<file path="src/rtl/coin_accept_conditioner_if.sv">
// Button-side bundle between the raw push-buttons and the vending FSM input stage.
// The master drives the raw buttons; the conditioner (slave) returns pulses and levels.
interface coin_accept_conditioner_if;
    logic coin_btn;
    logic accept_btn;
    logic m;
    logic a;
    logic coin_held;
    logic accept_held;
    logic busy;

    modport master (
        output coin_btn, accept_btn,
        input  m, a, coin_held, accept_held, busy
    );

    modport slave (
        input  coin_btn, accept_btn,
        output m, a, coin_held, accept_held, busy
    );
endinterface

</file>
<file path="src/rtl/coin_accept_conditioner.sv">
// Turns raw bouncing coin/accept buttons into clean one-cycle m/a pulses for the vending FSM.
// Each channel has a 2-FF synchronizer, a debounce FSM and a one-shot; the arbiter sends m before a.
//
// state | meaning
// IDLE  | button released and stable
// ARM   | s2 high, counting toward an accepted press
// HIGH  | press accepted, waiting for release
// REL   | s2 low, counting toward an accepted release
module coin_accept_conditioner #(
    parameter int DEBOUNCE_CYCLES = 16,
    parameter int CNT_W           = 5
) (
    input logic                      clk,
    input logic                      rst,
    coin_accept_conditioner_if.slave bus
);
    typedef enum logic [1:0] {IDLE, ARM, HIGH, REL} state_t;

    localparam logic [CNT_W-1:0] CNT_TC  = CNT_W'(DEBOUNCE_CYCLES - 1);
    localparam logic [CNT_W-1:0] CNT_ONE = CNT_W'(1);

    logic [1:0] raw;
    logic [1:0] req;
    logic [1:0] held_nxt;
    logic [1:0] busy_nxt;

    assign raw = {bus.accept_btn, bus.coin_btn};

    // Channel 0 is coin, channel 1 is accept.
    for (genvar i = 0; i < 2; i++) begin : g_ch
        logic             s1;
        logic             s2;
        state_t           state;
        state_t           state_nxt;
        logic [CNT_W-1:0] cnt;
        logic [CNT_W-1:0] cnt_nxt;
        logic             req_nxt;

        always_ff @(posedge clk or posedge rst) begin
            if (rst) begin
                s1    <= 1'b0;
                s2    <= 1'b0;
                state <= IDLE;
                cnt   <= '0;
            end else begin
                s1    <= raw[i];
                s2    <= s1;
                state <= state_nxt;
                cnt   <= cnt_nxt;
            end
        end

        always_comb begin
            state_nxt = state;
            cnt_nxt   = cnt;
            req_nxt   = 1'b0;
            case (state)
                IDLE: begin
                    if (s2) begin
                        state_nxt = ARM;
                        cnt_nxt   = CNT_ONE;
                    end
                end
                ARM: begin
                    if (!s2) begin
                        state_nxt = IDLE;
                        cnt_nxt   = '0;
                    end else if (cnt == CNT_TC) begin
                        state_nxt = HIGH;
                        req_nxt   = 1'b1;
                    end else begin
                        cnt_nxt = cnt + CNT_ONE;
                    end
                end
                HIGH: begin
                    if (!s2) begin
                        state_nxt = REL;
                        cnt_nxt   = CNT_ONE;
                    end
                end
                REL: begin
                    if (s2) begin
                        state_nxt = HIGH;
                    end else if (cnt == CNT_TC) begin
                        state_nxt = IDLE;
                        cnt_nxt   = '0;
                    end else begin
                        cnt_nxt = cnt + CNT_ONE;
                    end
                end
                default: begin
                    state_nxt = IDLE;
                    cnt_nxt   = '0;
                end
            endcase
        end

        assign req[i]      = req_nxt;
        assign held_nxt[i] = (state_nxt == HIGH) || (state_nxt == REL);
        assign busy_nxt[i] = (state_nxt != IDLE);
    end

    logic       m_q;
    logic       a_q;
    logic       a_pend;
    logic [1:0] held_q;
    logic       busy_q;

    // Coin wins a same-edge tie; the accept request is parked one cycle in a_pend.
    always_ff @(posedge clk or posedge rst) begin
        if (rst) begin
            m_q    <= 1'b0;
            a_q    <= 1'b0;
            a_pend <= 1'b0;
            held_q <= '0;
            busy_q <= 1'b0;
        end else begin
            m_q    <= req[0];
            a_q    <= (req[1] & ~req[0]) | a_pend;
            a_pend <= req[1] & req[0];
            held_q <= held_nxt;
            busy_q <= |busy_nxt;
        end
    end

    assign bus.m           = m_q;
    assign bus.a           = a_q;
    assign bus.coin_held   = held_q[0];
    assign bus.accept_held = held_q[1];
    assign bus.busy        = busy_q;
endmodule

</file>
<file path="src/flat_wrapper.sv">
// flat-port wrapper written by rule: the top's interface ports become plain ports
module coin_accept_conditioner_flat 
#(
    parameter int DEBOUNCE_CYCLES = 16,
    parameter int CNT_W           = 5
)
  (clk, rst, bus_coin_btn, bus_accept_btn, bus_m, bus_a, bus_coin_held, bus_accept_held, bus_busy);
  coin_accept_conditioner_if bus_i ();
  input logic clk;
  input logic rst;
  input wire logic [$bits(bus_i.coin_btn)-1:0] bus_coin_btn;
  input wire logic [$bits(bus_i.accept_btn)-1:0] bus_accept_btn;
  output wire logic [$bits(bus_i.m)-1:0] bus_m;
  output wire logic [$bits(bus_i.a)-1:0] bus_a;
  output wire logic [$bits(bus_i.coin_held)-1:0] bus_coin_held;
  output wire logic [$bits(bus_i.accept_held)-1:0] bus_accept_held;
  output wire logic [$bits(bus_i.busy)-1:0] bus_busy;
  assign bus_i.coin_btn = bus_coin_btn;
  assign bus_i.accept_btn = bus_accept_btn;
  assign bus_m = bus_i.m;
  assign bus_a = bus_i.a;
  assign bus_coin_held = bus_i.coin_held;
  assign bus_accept_held = bus_i.accept_held;
  assign bus_busy = bus_i.busy;
  coin_accept_conditioner #(.DEBOUNCE_CYCLES(DEBOUNCE_CYCLES), .CNT_W(CNT_W)) u_core (.clk(clk), .rst(rst), .bus(bus_i));
endmodule
</file>
<file path="config.mk">
export PLATFORM = sky130hd
export DESIGN_NAME = coin_accept_conditioner_flat
export DESIGN_NICKNAME = d
export VERILOG_FILES = /design/src/rtl/coin_accept_conditioner_if.sv /design/src/rtl/coin_accept_conditioner.sv /design/src/flat_wrapper.sv
export SDC_FILE = /design/constraint.sdc
export NUM_CORES = 1
export LEC_CHECK = 0
export ABC_AREA = 1
export ABC_CLOCK_PERIOD_IN_PS = 4300
export CORE_MARGIN = 2
export CORE_UTILIZATION = 61
export DETAILED_ROUTE_END_ITERATION = 16
export GPL_TIMING_DRIVEN = 0
export PLACE_DENSITY = 0.83
export SLEW_MARGIN = 20
export SYNTH_ARGS = -nofsm -noshare
export SYNTH_HDL_FRONTEND = slang
export SYNTH_SLANG_ARGS = --single-unit
export TNS_END_PERCENT = 50
</file>
<file path="constraint.sdc">
create_clock -name clk -period 4.3 [get_ports clk]
set_clock_uncertainty 0.1 [all_clocks]
set_input_delay 1.29 -clock clk [delete_from_list [all_inputs] [get_ports clk]]
set_output_delay 1.29 -clock clk [all_outputs]
set_load 0.05 [all_outputs]
</file>
==> impl_metrics.prom, run 1 <==
# TYPE chip_impl_metric gauge
chip_impl_info{name="status",value="complete, no violations"} 1
chip_impl_metric{name="grt_start_max_net_pins",unit=""} 25
chip_impl_info{name="worst_path_max_delay_cell",value="sky130_fd_sc_hd__clkdlybuf4s50_1"} 1
chip_impl_metric{name="ctsLongestPathBuffers",unit=""} 2
chip_impl_metric{name="clk_pin_slew",unit="ps"} 140
chip_impl_metric{name="io_buffers",unit=""} 8
chip_impl_info{name="hold_path_class",value="register to register"} 1
chip_impl_info{name="crit_chain",value="clkdlybuf4s50_1"} 1
chip_impl_metric{name="leakagePower",unit="nW"} 0.690
chip_impl_metric{name="nNetsFinal",unit=""} 161
chip_impl_metric{name="die_w",unit="um"} 48.4
chip_impl_metric{name="area.growth.synth_to_final",unit="%"} 13.9
chip_impl_metric{name="finish.utilization",unit=""} 0.719
chip_impl_metric{name="post_cts_buffers",unit=""} 0
chip_impl_metric{name="synth_sequential_area_ratio",unit=""} 0.500
chip_impl_metric{name="die_h",unit="um"} 48.4
chip_impl_metric{name="grt_first_pass_wirelength",unit="mm"} 3.66
chip_impl_metric{name="cts.repair.resized",unit=""} 0
chip_impl_metric{name="syn_inst",unit=""} 136
chip_impl_metric{name="io_pins",unit=""} 9
chip_impl_metric{name="timing.final.ws_setup",unit="ps"} 1440
chip_impl_metric{name="detail_route.iter0.violations",unit=""} 12
chip_impl_metric{name="grt_met1_usage",unit=""} 0.249
chip_impl_metric{name="finalWirelength",unit="mm"} 2.04
chip_impl_metric{name="fmaxAchievable",unit="MHz"} 349
chip_impl_metric{name="antenna_violations_before_repair",unit=""} 0
chip_impl_info{name="cp_capture_type",value="primary output"} 1
chip_impl_metric{name="start_util",unit=""} 0.632
chip_impl_metric{name="final_layout_size_suffix_gt1_frac",unit=""} 0.122
chip_impl_metric{name="gp_congestion",unit=""} 0.867
chip_impl_metric{name="yosysWarningCount",unit=""} 0
chip_impl_metric{name="antennaDiodeCount",unit=""} 0
chip_impl_metric{name="rows",unit=""} 16
chip_impl_metric{name="tightest_slew",unit="ps"} 866
chip_impl_metric{name="tcrit_tclk_final",unit=""} 0.666
chip_impl_info{name="worst-setup-path-type",value="register to primary output"} 1
chip_impl_metric{name="worst_ep_arrival_time",unit="ps"} 1470
chip_impl_info{name="setup.worst_path.start_class",value="register"} 1
chip_impl_metric{name="synth_area",unit="mm2"} 0.00120
chip_impl_metric{name="drtPass1Iterations",unit=""} 4
chip_impl_metric{name="grt.total_usage",unit=""} 0.204
chip_impl_metric{name="cts_buffers",unit=""} 3
chip_impl_info{name="cts_tree",value="done"} 1
chip_impl_info{name="cp_top_family",value="buffers and inverters"} 1
chip_impl_metric{name="route.detailed.drc",unit=""} 0
chip_impl_metric{name="buffering_stage_count_on_the_worst_path_with_inverters_included",unit=""} 1
chip_impl_metric{name="cp_slowest_stage_delay",unit="ps"} 790
chip_impl_metric{name="dpl_worst_slack",unit="ps"} 1800
chip_impl_metric{name="pwr_density_cell",unit="mW/mm2"} 331
chip_impl_metric{name="timing.final.setup_violations",unit=""} 0
chip_impl_metric{name="ys_seq_elements",unit=""} 24
chip_impl_metric{name="worstSkewPairLatency",unit="ps"} 330
chip_impl_info{name="most_common_cell_after_layout_fill_and_taps_aside",value="sky130_fd_sc_hd__nand2_1"} 1
chip_impl_metric{name="totalPowerFinal",unit="mW"} 0.453
chip_impl_metric{name="globalRouteMet3Util",unit=""} 0.0370
chip_impl_metric{name="final-hold-violation-count",unit=""} 0
chip_impl_metric{name="final_period_minus_worst_setup_slack",unit="ps"} 2860
chip_impl_metric{name="drv_slew",unit=""} 0
chip_impl_metric{name="tritoncts_num_sinks",unit=""} 24
chip_impl_info{name="final_cell_mix",value="sky130_fd_sc_hd__nand2_1, sky130_fd_sc_hd__dfrtp_1, sky130_fd_sc_hd__inv_1, sky130_fd_sc_hd__nand3_1"} 1
chip_impl_metric{name="synth_area_per_inst",unit="um2"} 8.83
chip_impl_metric{name="worst_hold_slack",unit="ps"} 279
chip_impl_metric{name="netlist-cell-type-count",unit=""} 20
chip_impl_info{name="setup_repair_after_global_routing_missed_its_margin",value="no"} 1
chip_impl_metric{name="grtUsageMet2",unit=""} 0.356
chip_impl_metric{name="route.vias.total",unit=""} 906
chip_impl_info{name="cts_root_buf",value="sky130_fd_sc_hd__clkbuf_4"} 1
chip_impl_metric{name="finalSetupTns",unit="ps"} 0
chip_impl_metric{name="maxCapViolCount",unit=""} 0
chip_impl_metric{name="worst_ir_drop_vdd",unit="V"} 0.000266
chip_impl_metric{name="critical_path_peak_fanout",unit=""} 1
chip_impl_metric{name="grt.overflow.total",unit=""} 0
chip_impl_metric{name="average_via_count_per_standard_cell",unit=""} 5.18
chip_impl_metric{name="cts.hold.buffers_added",unit=""} 0
chip_impl_metric{name="number_of_global_route_vias_before_repair",unit=""} 882
chip_impl_metric{name="antenna_left",unit=""} 0
chip_impl_metric{name="h-tree-depth",unit=""} 1
chip_impl_metric{name="wl_per_cell",unit="um"} 11.6
chip_impl_metric{name="worst_slew_margin_rel",unit=""} 0.422
chip_impl_metric{name="fp.dieArea",unit="mm2"} 0.00234
chip_impl_metric{name="total_half_perimeter_wirelength_after_legalization_and_detailed_placement",unit="mm"} 1.58
chip_impl_metric{name="placeableCoreArea",unit="mm2"} 0.00190
chip_impl_info{name="grt-busiest-layer",value="met2"} 1
chip_impl_metric{name="critical_path_required",unit="ps"} 2910
chip_impl_metric{name="synthesis.nets",unit=""} 148
[cells by family (layout without fill, tap and decap cells)]
logic type / after synthesis / count (layout) / share of synthesized area
buf+inv: 20 / 32 / 0.0625
compound gates: 19 / 19 / 0.0938
fa+ha+maj: 8 / 8 / 0.0833
simple gates: 65 / 65 / 0.260
flops: 24 / 24 / 0.500
[layer usage]
| layer | part of all wire | up-vias |
|---|---|---|
| met1 | 0.43 | 422 |
| li1 | - | 461 |
| met3 | 0.042 | 4 |
| met4 | 0.017 | 0 |
| met5 | 0 | - |
| met2 | 0.51 | 19 |
[layout make-up]
cell class,instances,area [um2]
repair buffers,8,80.1
clock inverters,1,30.0
fillers,156,534
inverters,20,75.1
flip-flops and latches,24,601
multi-input cells,92,526
clock buffers,3,22.5
well taps,27,33.8
[through the flow]
stage | instance area [um2] | cells
floorplan | 1200 | 136
global placement | 1320 | 171
detailed placement | 1320 | 171
CTS | 1370 | 175
global route | 1370 | 175
finish | 1370 | 175
[cells in the mapped netlist (all sizes together)]
cell / count / area (um2)
nand2: 38 / 165
dfrtp: 24 / 601
inv: 20 / 75.1
nand3: 13 / 77.6
o21ai: 12 / 63.8
nor2: 9 / 38.8
ha: 8 / 100
a21oi: 5 / 28.8
nand4: 4 / 25.0
a22oi: 1 / 12.5
o21bai: 1 / 7.51
or2: 1 / 6.26
[where the power goes]
part	switching, mW	total, mW	leakage, nW	internal, mW
sequential	0.0101	0.245	0.310	0.235
clock	0.0720	0.166	0.0279	0.0943
combinational	0.0262	0.0409	0.353	0.0148
total	0.108	0.453	0.690	0.344
[flip-flops by register name (all words and copies together), names as in the netlist]
register,cells
u_core.g_ch.s1,2
u_core.g_ch.s2,2
u_core.a_pend,1
u_core.bus.busy,1
u_core.g_ch.cnt,10
u_core.held_q,2
u_core.bus.m,1
u_core.g_ch.state,4
u_core.bus.a,1
[worst paths after layout]
kind                       slack [ps]                              start                                 to  depth (start not counted)
max                              1440         u_core.held_q[1]$_DFF_PP0_                    bus_accept_held                          1
min                               280        u_core.g_ch[1].s1$_DFF_PP0_        u_core.g_ch[1].s2$_DFF_PP0_                          0
max reg2reg                      2410  u_core.g_ch[0].cnt[0]$_DFFE_PP0P_  u_core.g_ch[0].cnt[3]$_DFFE_PP0P_                         10
min reg2reg                       280        u_core.g_ch[1].s1$_DFF_PP0_        u_core.g_ch[1].s2$_DFF_PP0_                          0
max in group asynchronous        2240                                rst  u_core.g_ch[1].state[1]$_DFF_PP0_                          2
min in group asynchronous        1320                                rst  u_core.g_ch[0].cnt[3]$_DFFE_PP0P_                          2
No activity file was read; power rests on OpenSTA's default activity.
==> run 2, diff against run 1 <==
--- a/config.mk
+++ b/config.mk
@@ -6,12 +6,12 @@
 export NUM_CORES = 1
 export LEC_CHECK = 0
 export ABC_AREA = 1
-export ABC_CLOCK_PERIOD_IN_PS = 4300
+export ABC_CLOCK_PERIOD_IN_PS = 2750
 export CORE_MARGIN = 2
-export CORE_UTILIZATION = 61
+export CORE_UTILIZATION = 56
 export DETAILED_ROUTE_END_ITERATION = 16
 export GPL_TIMING_DRIVEN = 0
-export PLACE_DENSITY = 0.83
+export PLACE_DENSITY = 0.77
 export SLEW_MARGIN = 20
 export SYNTH_ARGS = -nofsm -noshare
 export SYNTH_HDL_FRONTEND = slang
==> constraint.sdc (replaced) <==
create_clock -name clk -period 2.75 [get_ports clk]
set_clock_uncertainty 0.1 [all_clocks]
set_input_delay 0.825 -clock clk [delete_from_list [all_inputs] [get_ports clk]]
set_output_delay 0.825 -clock clk [all_outputs]
set_load 0.05 [all_outputs]
==> run 2 against run 1 <==
  * Highest routed layer unchanged
  * Critical path depth stayed put
  * Hold slack got worse by 16 ps
  * Critical endpoint is now bus_busy
  * First-iteration DRC count increased by 100%
  * Global-route usage is 2.2 points lower
  * Combinational power is 56% higher
  * Non-clock buffer count is the same
  * Design area decreased by 2.2%
  * Worst setup slack worse by 1000 ps
  * Routed wire length decreased by 7.9%
  * Final cell count fell by 0.57%
==> impl_metrics.prom, run 2 (synthesis gave the netlist of run 1 again) <==
# TYPE chip_impl_metric gauge
chip_impl_info{name="status",value="complete, no violations"} 1
chip_impl_info{name="cts_root_buf",value="sky130_fd_sc_hd__clkbuf_4"} 1
chip_impl_metric{name="start_util",unit=""} 0.600
chip_impl_metric{name="pwr_density_cell",unit="mW/mm2"} 440
chip_impl_metric{name="final_period_minus_worst_setup_slack",unit="ps"} 2360
chip_impl_metric{name="grt_met1_usage",unit=""} 0.225
chip_impl_metric{name="grtUsageMet2",unit=""} 0.300
chip_impl_metric{name="placeableCoreArea",unit="mm2"} 0.00200
chip_impl_metric{name="switching_share_of_power",unit=""} 0.250
chip_impl_info{name="hold_path_class",value="register to register"} 1
chip_impl_metric{name="finalSetupTns",unit="ps"} 0
chip_impl_info{name="max_flop_register",value="u_core.g_ch.cnt"} 1
chip_impl_metric{name="leakagePower",unit="nW"} 0.676
chip_impl_metric{name="drtPass1Iterations",unit=""} 4
chip_impl_metric{name="detailed_place.area",unit="mm2"} 0.00132
chip_impl_info{name="final_cell_mix",value="sky130_fd_sc_hd__nand2_1, sky130_fd_sc_hd__dfrtp_1, sky130_fd_sc_hd__inv_1, sky130_fd_sc_hd__nand3_1"} 1
chip_impl_metric{name="maxCapViolCount",unit=""} 0
chip_impl_info{name="cp_top_family",value="buffers and inverters"} 1
chip_impl_metric{name="cts.hold.buffers_added",unit=""} 0
chip_impl_metric{name="cts.repair.resized",unit=""} 0
chip_impl_metric{name="critical_path_required",unit="ps"} 1830
chip_impl_metric{name="globalRouteMet3Util",unit=""} 0.0536
chip_impl_metric{name="clk_pin_slew",unit="ps"} 120
chip_impl_metric{name="cell_count_along_the_critical_path",unit=""} 1
chip_impl_info{name="cts_tree",value="done"} 1
chip_impl_metric{name="buffering_stage_count_on_the_worst_path_with_inverters_included",unit=""} 1
chip_impl_metric{name="ctsLongestPathBuffers",unit=""} 2
chip_impl_metric{name="h-tree-depth",unit=""} 1
chip_impl_metric{name="rows",unit=""} 16
chip_impl_metric{name="gp_congestion",unit=""} 0.825
chip_impl_info{name="most_common_cell_after_layout_fill_and_taps_aside",value="sky130_fd_sc_hd__nand2_1"} 1
chip_impl_info{name="regToRegStartpoint",value="u_core.g_ch[0].cnt[0]$_DFFE_PP0P_"} 1
chip_impl_metric{name="io_pins",unit=""} 9
chip_impl_metric{name="timing.final.ws_setup",unit="ps"} 387
chip_impl_metric{name="cts_buffers",unit=""} 3
chip_impl_metric{name="grt_first_pass_wirelength",unit="mm"} 3.53
chip_impl_metric{name="die_w",unit="um"} 50.3
chip_impl_metric{name="final-hold-violation-count",unit=""} 0
chip_impl_metric{name="io_buffers",unit=""} 8
chip_impl_metric{name="detail_route.iter0.violations",unit=""} 24
chip_impl_metric{name="grt.total_usage",unit=""} 0.182
chip_impl_metric{name="dpl_worst_slack",unit="ps"} 722
chip_impl_metric{name="timing.final.setup_violations",unit=""} 0
chip_impl_metric{name="p_seq_frac",unit=""} 0.650
chip_impl_metric{name="final_layout_size_suffix_gt1_frac",unit=""} 0.116
chip_impl_info{name="crit_chain",value="clkdlybuf4s50_1"} 1
chip_impl_info{name="hold_path.startpoint",value="u_core.g_ch[0].s1$_DFF_PP0_"} 1
chip_impl_metric{name="totalPowerFinal",unit="mW"} 0.589
chip_impl_metric{name="route.detailed.drc",unit=""} 0
chip_impl_info{name="top_regs",value="u_core.g_ch.cnt x10, u_core.g_ch.state x4"} 1
chip_impl_metric{name="average_via_count_per_standard_cell",unit=""} 5.28
chip_impl_metric{name="worstSkewPairLatency",unit="ps"} 300
chip_impl_info{name="worst_path_max_delay_cell",value="sky130_fd_sc_hd__clkdlybuf4s50_1"} 1
chip_impl_metric{name="route.vias.total",unit=""} 918
chip_impl_metric{name="fmaxAchievable",unit="MHz"} 423
chip_impl_info{name="setup.worst_path.start_class",value="register"} 1
chip_impl_metric{name="grt.overflow.total",unit=""} 0
chip_impl_metric{name="nNetsFinal",unit=""} 161
chip_impl_metric{name="drv_slew",unit=""} 0
chip_impl_info{name="grt-busiest-layer",value="met2"} 1
chip_impl_info{name="worst-setup-path-type",value="register to primary output"} 1
chip_impl_metric{name="die_h",unit="um"} 50.3
chip_impl_info{name="setup_repair_after_global_routing_missed_its_margin",value="no"} 1
chip_impl_metric{name="tritoncts_num_sinks",unit=""} 24
chip_impl_metric{name="finalWirelength",unit="mm"} 1.88
chip_impl_info{name="rr_endpoint",value="u_core.g_ch[0].cnt[3]$_DFFE_PP0P_"} 1
chip_impl_metric{name="fp.dieArea",unit="mm2"} 0.00253
chip_impl_info{name="worst_setup_path_endpoint",value="bus_busy"} 1
chip_impl_metric{name="antenna_violations_before_repair",unit=""} 0
chip_impl_metric{name="wl_per_cell",unit="um"} 10.8
chip_impl_metric{name="pwr-share-comb",unit=""} 0.108
chip_impl_metric{name="cp_slowest_stage_delay",unit="ps"} 790
chip_impl_metric{name="grt_start_max_net_pins",unit=""} 25
chip_impl_metric{name="antennaDiodeCount",unit=""} 0
chip_impl_metric{name="worst_slew_margin_rel",unit=""} 0.435
chip_impl_metric{name="clockPowerShare",unit=""} 0.242
chip_impl_metric{name="post_cts_buffers",unit=""} 0
chip_impl_metric{name="intPower",unit="mW"} 0.442
chip_impl_metric{name="p_switching",unit="mW"} 0.147
chip_impl_metric{name="r2r_setup_slack",unit="ps"} 900
chip_impl_metric{name="tightest_slew",unit="ps"} 847
chip_impl_metric{name="worst_ir_drop_vdd",unit="V"} 0.000348
chip_impl_metric{name="area.growth.synth_to_final",unit="%"} 11.4
chip_impl_metric{name="finish.utilization",unit=""} 0.668
chip_impl_info{name="crit_start",value="u_core.bus.busy$_DFF_PP0_"} 1
chip_impl_metric{name="largest_reg_flops",unit=""} 10
chip_impl_metric{name="antenna_left",unit=""} 0
chip_impl_metric{name="total_half_perimeter_wirelength_after_legalization_and_detailed_placement",unit="mm"} 1.47
chip_impl_metric{name="final_design_area_no_fill",unit="mm2"} 0.00134
chip_impl_metric{name="fill_cells",unit=""} 165
chip_impl_info{name="cp_capture_type",value="primary output"} 1
chip_impl_metric{name="number_of_global_route_vias_before_repair",unit=""} 896
chip_impl_metric{name="ff2ff_path_depth",unit=""} 10
chip_impl_metric{name="critical_path_peak_fanout",unit=""} 1
chip_impl_metric{name="worst_ep_arrival_time",unit="ps"} 1440
chip_impl_metric{name="tcrit_tclk_final",unit=""} 0.859
run 2: cell types whose count changed in the layout (fill, tap and decap cells not counted), sizes merged:
cell    delta
bufinv     -1
run 2: per-stage QoR:
step	std cells	hold slack, ps
3_3_place_gp	171	232
3_5_place_dp	171	239
5_1_grt	174	282
6_report	174	262
4_1_cts	174	267
2_1_floorplan	136	231
run 2: power by group through the flow:
stage / clock (mW) / sequential, mW / combinational, mW
after CTS: 0.149 / 0.382 / 0.0644
after floorplan: 0 / 0.389 / 0.0456
after global routing: 0.166 / 0.386 / 0.0746
final: 0.143 / 0.383 / 0.0636
after detailed placement: 0 / 0.389 / 0.0642
after global placement: 0 / 0.389 / 0.0616
run 2: how the worst min path moves through the flow:
stage / end / slack (ps) / cells past startpoint
2_1_floorplan: u_core.g_ch[0].s2$_DFF_PP0_ / 230 / 0
3_3_place_gp: u_core.g_ch[1].s2$_DFF_PP0_ / 230 / 0
3_5_place_dp: u_core.g_ch[0].s2$_DFF_PP0_ / 240 / 0
4_1_cts: u_core.g_ch[0].s2$_DFF_PP0_ / 270 / 0
5_1_grt: u_core.g_ch[0].s2$_DFF_PP0_ / 280 / 0
6_report: u_core.g_ch[0].s2$_DFF_PP0_ / 260 / 0
run 2: area by class of cell:
type / count / area, um2 / share of cell area
multi-input cells: 92 / 526 / 0.393
clock buffers: 3 / 22.5 / 0.0168
well taps: 27 / 33.8 / 0.0253
repair buffers: 8 / 80.1 / 0.0599
inverters: 20 / 75.1 / 0.0561
flip-flops and latches: 24 / 601 / 0.449
run 2: metal layers:
layer	wire length, um	vias up
li1	-	462
met1	891	433
met2	868	19
met3	83	4
met4	32	0
met5	0	-
==> run 3, diff against run 2 <==
--- a/config.mk
+++ b/config.mk
@@ -6,12 +6,12 @@
 export NUM_CORES = 1
 export LEC_CHECK = 0
 export ABC_AREA = 1
-export ABC_CLOCK_PERIOD_IN_PS = 2750
 export CORE_MARGIN = 2
 export CORE_UTILIZATION = 56
+export CTS_CLUSTER_DIAMETER = 40
 export DETAILED_ROUTE_END_ITERATION = 16
 export GPL_TIMING_DRIVEN = 0
-export PLACE_DENSITY = 0.77
+export PLACE_DENSITY_LB_ADDON = 0.12
 export SLEW_MARGIN = 20
 export SYNTH_ARGS = -nofsm -noshare
 export SYNTH_HDL_FRONTEND = slang
==> run 3 against run 2 <==
  * Clock-buffer cell count rose by 1
  * Total power rose by 6.5%
  * First-iteration DRC count rose by 25%
  * Hold slack got worse by 1.2 ps
  * Sequential power barely moved
  * Routed wire length rose by 5.2%
  * Die area did not move
  * Register-to-register slack got worse by 50 ps
  * Design area rose by 1.0%
  * Core utilization rose by 0.69 points
==> impl_metrics.prom, run 3 (synthesis gave the netlist of run 1 again) <==
# TYPE chip_impl_metric gauge
chip_impl_info{name="status",value="complete, no violations"} 1
chip_impl_metric{name="cts.hold.buffers_added",unit=""} 0
chip_impl_metric{name="route.vias.total",unit=""} 908
chip_impl_metric{name="clk_pin_slew",unit="ps"} 120
chip_impl_metric{name="leakagePower",unit="nW"} 0.683
chip_impl_metric{name="ff_latch_area",unit="um2"} 601
chip_impl_metric{name="buffering_stage_count_on_the_worst_path_with_inverters_included",unit=""} 1
chip_impl_metric{name="io_buffers",unit=""} 8
chip_impl_info{name="worst_path_max_delay_cell",value="sky130_fd_sc_hd__clkdlybuf4s50_1"} 1
chip_impl_metric{name="antennaDiodeCount",unit=""} 0
chip_impl_info{name="worst-setup-path-type",value="register to primary output"} 1
chip_impl_info{name="cts_root_buf",value="sky130_fd_sc_hd__clkbuf_4"} 1
chip_impl_metric{name="antenna_left",unit=""} 0
chip_impl_metric{name="average_via_count_per_standard_cell",unit=""} 5.19
chip_impl_info{name="top_regs",value="u_core.g_ch.cnt x10, u_core.g_ch.state x4"} 1
chip_impl_metric{name="largest_reg_flops",unit=""} 10
chip_impl_info{name="cp_capture_type",value="primary output"} 1
chip_impl_metric{name="final-hold-violation-count",unit=""} 0
chip_impl_metric{name="worstSkewPairLatency",unit="ps"} 310
chip_impl_metric{name="fp.dieArea",unit="mm2"} 0.00253
chip_impl_metric{name="gp_congestion",unit=""} 0.815
chip_impl_metric{name="grt_start_max_net_pins",unit=""} 25
chip_impl_metric{name="die_w",unit="um"} 50.3
chip_impl_metric{name="grtUsageMet2",unit=""} 0.316
chip_impl_metric{name="pwr_density_cell",unit="mW/mm2"} 464
chip_impl_metric{name="tritoncts_num_sinks",unit=""} 24
chip_impl_metric{name="grt_first_pass_wirelength",unit="mm"} 3.53
chip_impl_metric{name="grt_met1_usage",unit=""} 0.238
chip_impl_metric{name="final_layout_size_suffix_gt1_frac",unit=""} 0.122
chip_impl_metric{name="detail_route.iter0.violations",unit=""} 30
chip_impl_metric{name="antenna_violations_before_repair",unit=""} 0
chip_impl_metric{name="fill_cells",unit=""} 168
chip_impl_metric{name="drtPass1Iterations",unit=""} 4
chip_impl_info{name="final_cell_mix",value="sky130_fd_sc_hd__nand2_1, sky130_fd_sc_hd__dfrtp_1, sky130_fd_sc_hd__inv_1, sky130_fd_sc_hd__nand3_1"} 1
chip_impl_metric{name="cts.repair.resized",unit=""} 0
chip_impl_info{name="grt-busiest-layer",value="met2"} 1
chip_impl_metric{name="multi_input_comb_area",unit="um2"} 526
chip_impl_metric{name="critical_path_peak_fanout",unit=""} 1
chip_impl_metric{name="grt.total_usage",unit=""} 0.184
chip_impl_metric{name="placeableCoreArea",unit="mm2"} 0.00200
chip_impl_metric{name="tcrit_tclk_final",unit=""} 0.868
chip_impl_metric{name="grt.overflow.total",unit=""} 0
chip_impl_metric{name="critical_path_required",unit="ps"} 1830
chip_impl_metric{name="fmaxAchievable",unit="MHz"} 419
chip_impl_metric{name="final_period_minus_worst_setup_slack",unit="ps"} 2390
chip_impl_metric{name="worst_hold_slack",unit="ps"} 261
chip_impl_metric{name="finalSetupTns",unit="ps"} 0
chip_impl_metric{name="total_half_perimeter_wirelength_after_legalization_and_detailed_placement",unit="mm"} 1.49
chip_impl_info{name="most_common_cell_after_layout_fill_and_taps_aside",value="sky130_fd_sc_hd__nand2_1"} 1
chip_impl_metric{name="tightest_slew",unit="ps"} 865
chip_impl_metric{name="worst_ep_arrival_time",unit="ps"} 1460
chip_impl_metric{name="nNetsFinal",unit=""} 161
chip_impl_metric{name="maxCapViolCount",unit=""} 0
chip_impl_info{name="cp_top_family",value="buffers and inverters"} 1
chip_impl_metric{name="cp_slowest_stage_delay",unit="ps"} 800
chip_impl_metric{name="rows",unit=""} 16
chip_impl_info{name="cts_tree",value="done"} 1
chip_impl_metric{name="worst_slew_margin_rel",unit=""} 0.423
chip_impl_info{name="max_flop_register",value="u_core.g_ch.cnt"} 1
chip_impl_info{name="setup.worst_path.start_class",value="register"} 1
chip_impl_metric{name="globalRouteMet3Util",unit=""} 0.0357
chip_impl_metric{name="totalPowerFinal",unit="mW"} 0.627
chip_impl_metric{name="timing.final.setup_violations",unit=""} 0
chip_impl_metric{name="number_of_global_route_vias_before_repair",unit=""} 846
chip_impl_metric{name="wl_per_cell",unit="um"} 11.3
chip_impl_metric{name="area.growth.synth_to_final",unit="%"} 12.5
chip_impl_metric{name="io_pins",unit=""} 9
chip_impl_metric{name="route.detailed.drc",unit=""} 0
chip_impl_metric{name="worst_ir_drop_vdd",unit="V"} 0.000414
chip_impl_metric{name="die_h",unit="um"} 50.3
chip_impl_info{name="crit_chain",value="clkdlybuf4s50_1"} 1
chip_impl_metric{name="finalWirelength",unit="mm"} 1.97
chip_impl_metric{name="drv_slew",unit=""} 0
chip_impl_metric{name="cts_buffers",unit=""} 3
chip_impl_metric{name="post_cts_buffers",unit=""} 0
chip_impl_info{name="hold_path_class",value="register to register"} 1
chip_impl_metric{name="h-tree-depth",unit=""} 1
chip_impl_info{name="setup_repair_after_global_routing_missed_its_margin",value="no"} 1
chip_impl_metric{name="ctsLongestPathBuffers",unit=""} 2
chip_impl_metric{name="start_util",unit=""} 0.600
==> run 3: changes by cell type in the layout (fill, tap and decap cells not counted), sizes merged <==
cell / change
clkbuf: +1
==> run 3: where the power goes <==
part | internal (mW) | switching (mW) | leakage [nW]
registers | 0.368 | 0.0156 | 0.310
clock network | 0.0809 | 0.0999 | 0.0210
logic | 0.0231 | 0.0400 | 0.353
==> run 3: per-layer routing <==
| layer | vias to the layer above | share of wire |
|---|---|---|
| li1 | 463 | - |
| met1 | 422 | 0.47 |
| met2 | 19 | 0.48 |
| met3 | 4 | 0.040 |
| met4 | 0 | 0.010 |
| met5 | - | 0 |
==> run 3: cell type report <==
| class | count | area share |
|---|---|---|
| clock buffer | 4 | 0.0269 |
| inverter | 20 | 0.0556 |
| multi-input combinational | 92 | 0.389 |
| sequential | 24 | 0.444 |
| tap | 27 | 0.0250 |
| timing repair buffer | 8 | 0.0593 |
==> run 3: worst paths after layout <==
| check | startpoint | endpoint | slack, ps | cells past startpoint |
|---|---|---|---|---|
| worst max-delay path | u_core.held_q[1]$_DFF_PP0_ | bus_accept_held | 360 | 1 |
| worst min-delay path | u_core.g_ch[1].s1$_DFF_PP0_ | u_core.g_ch[1].s2$_DFF_PP0_ | 260 | 0 |
| worst max register to register | u_core.g_ch[0].cnt[0]$_DFFE_PP0P_ | u_core.g_ch[0].cnt[3]$_DFFE_PP0P_ | 850 | 10 |
| worst min register to register | u_core.g_ch[1].s1$_DFF_PP0_ | u_core.g_ch[1].s2$_DFF_PP0_ | 260 | 0 |
| max in group asynchronous | rst | u_core.g_ch[1].cnt[0]$_DFFE_PP0P_ | 1130 | 2 |
| min in group asynchronous | rst | u_core.g_ch[0].cnt[1]$_DFFE_PP0P_ | 900 | 2 |
==> run 3: per-stage QoR <==
step                std cells  utilization  worst slack [ps]  area [um2]
floorplan                 136            -              1090        1200
global placement          171        0.657               721        1320
detailed placement        171        0.657               667        1320
CTS                       175        0.675               338        1350
global route              175        0.675               296        1350
finish                    175        0.675               364        1350
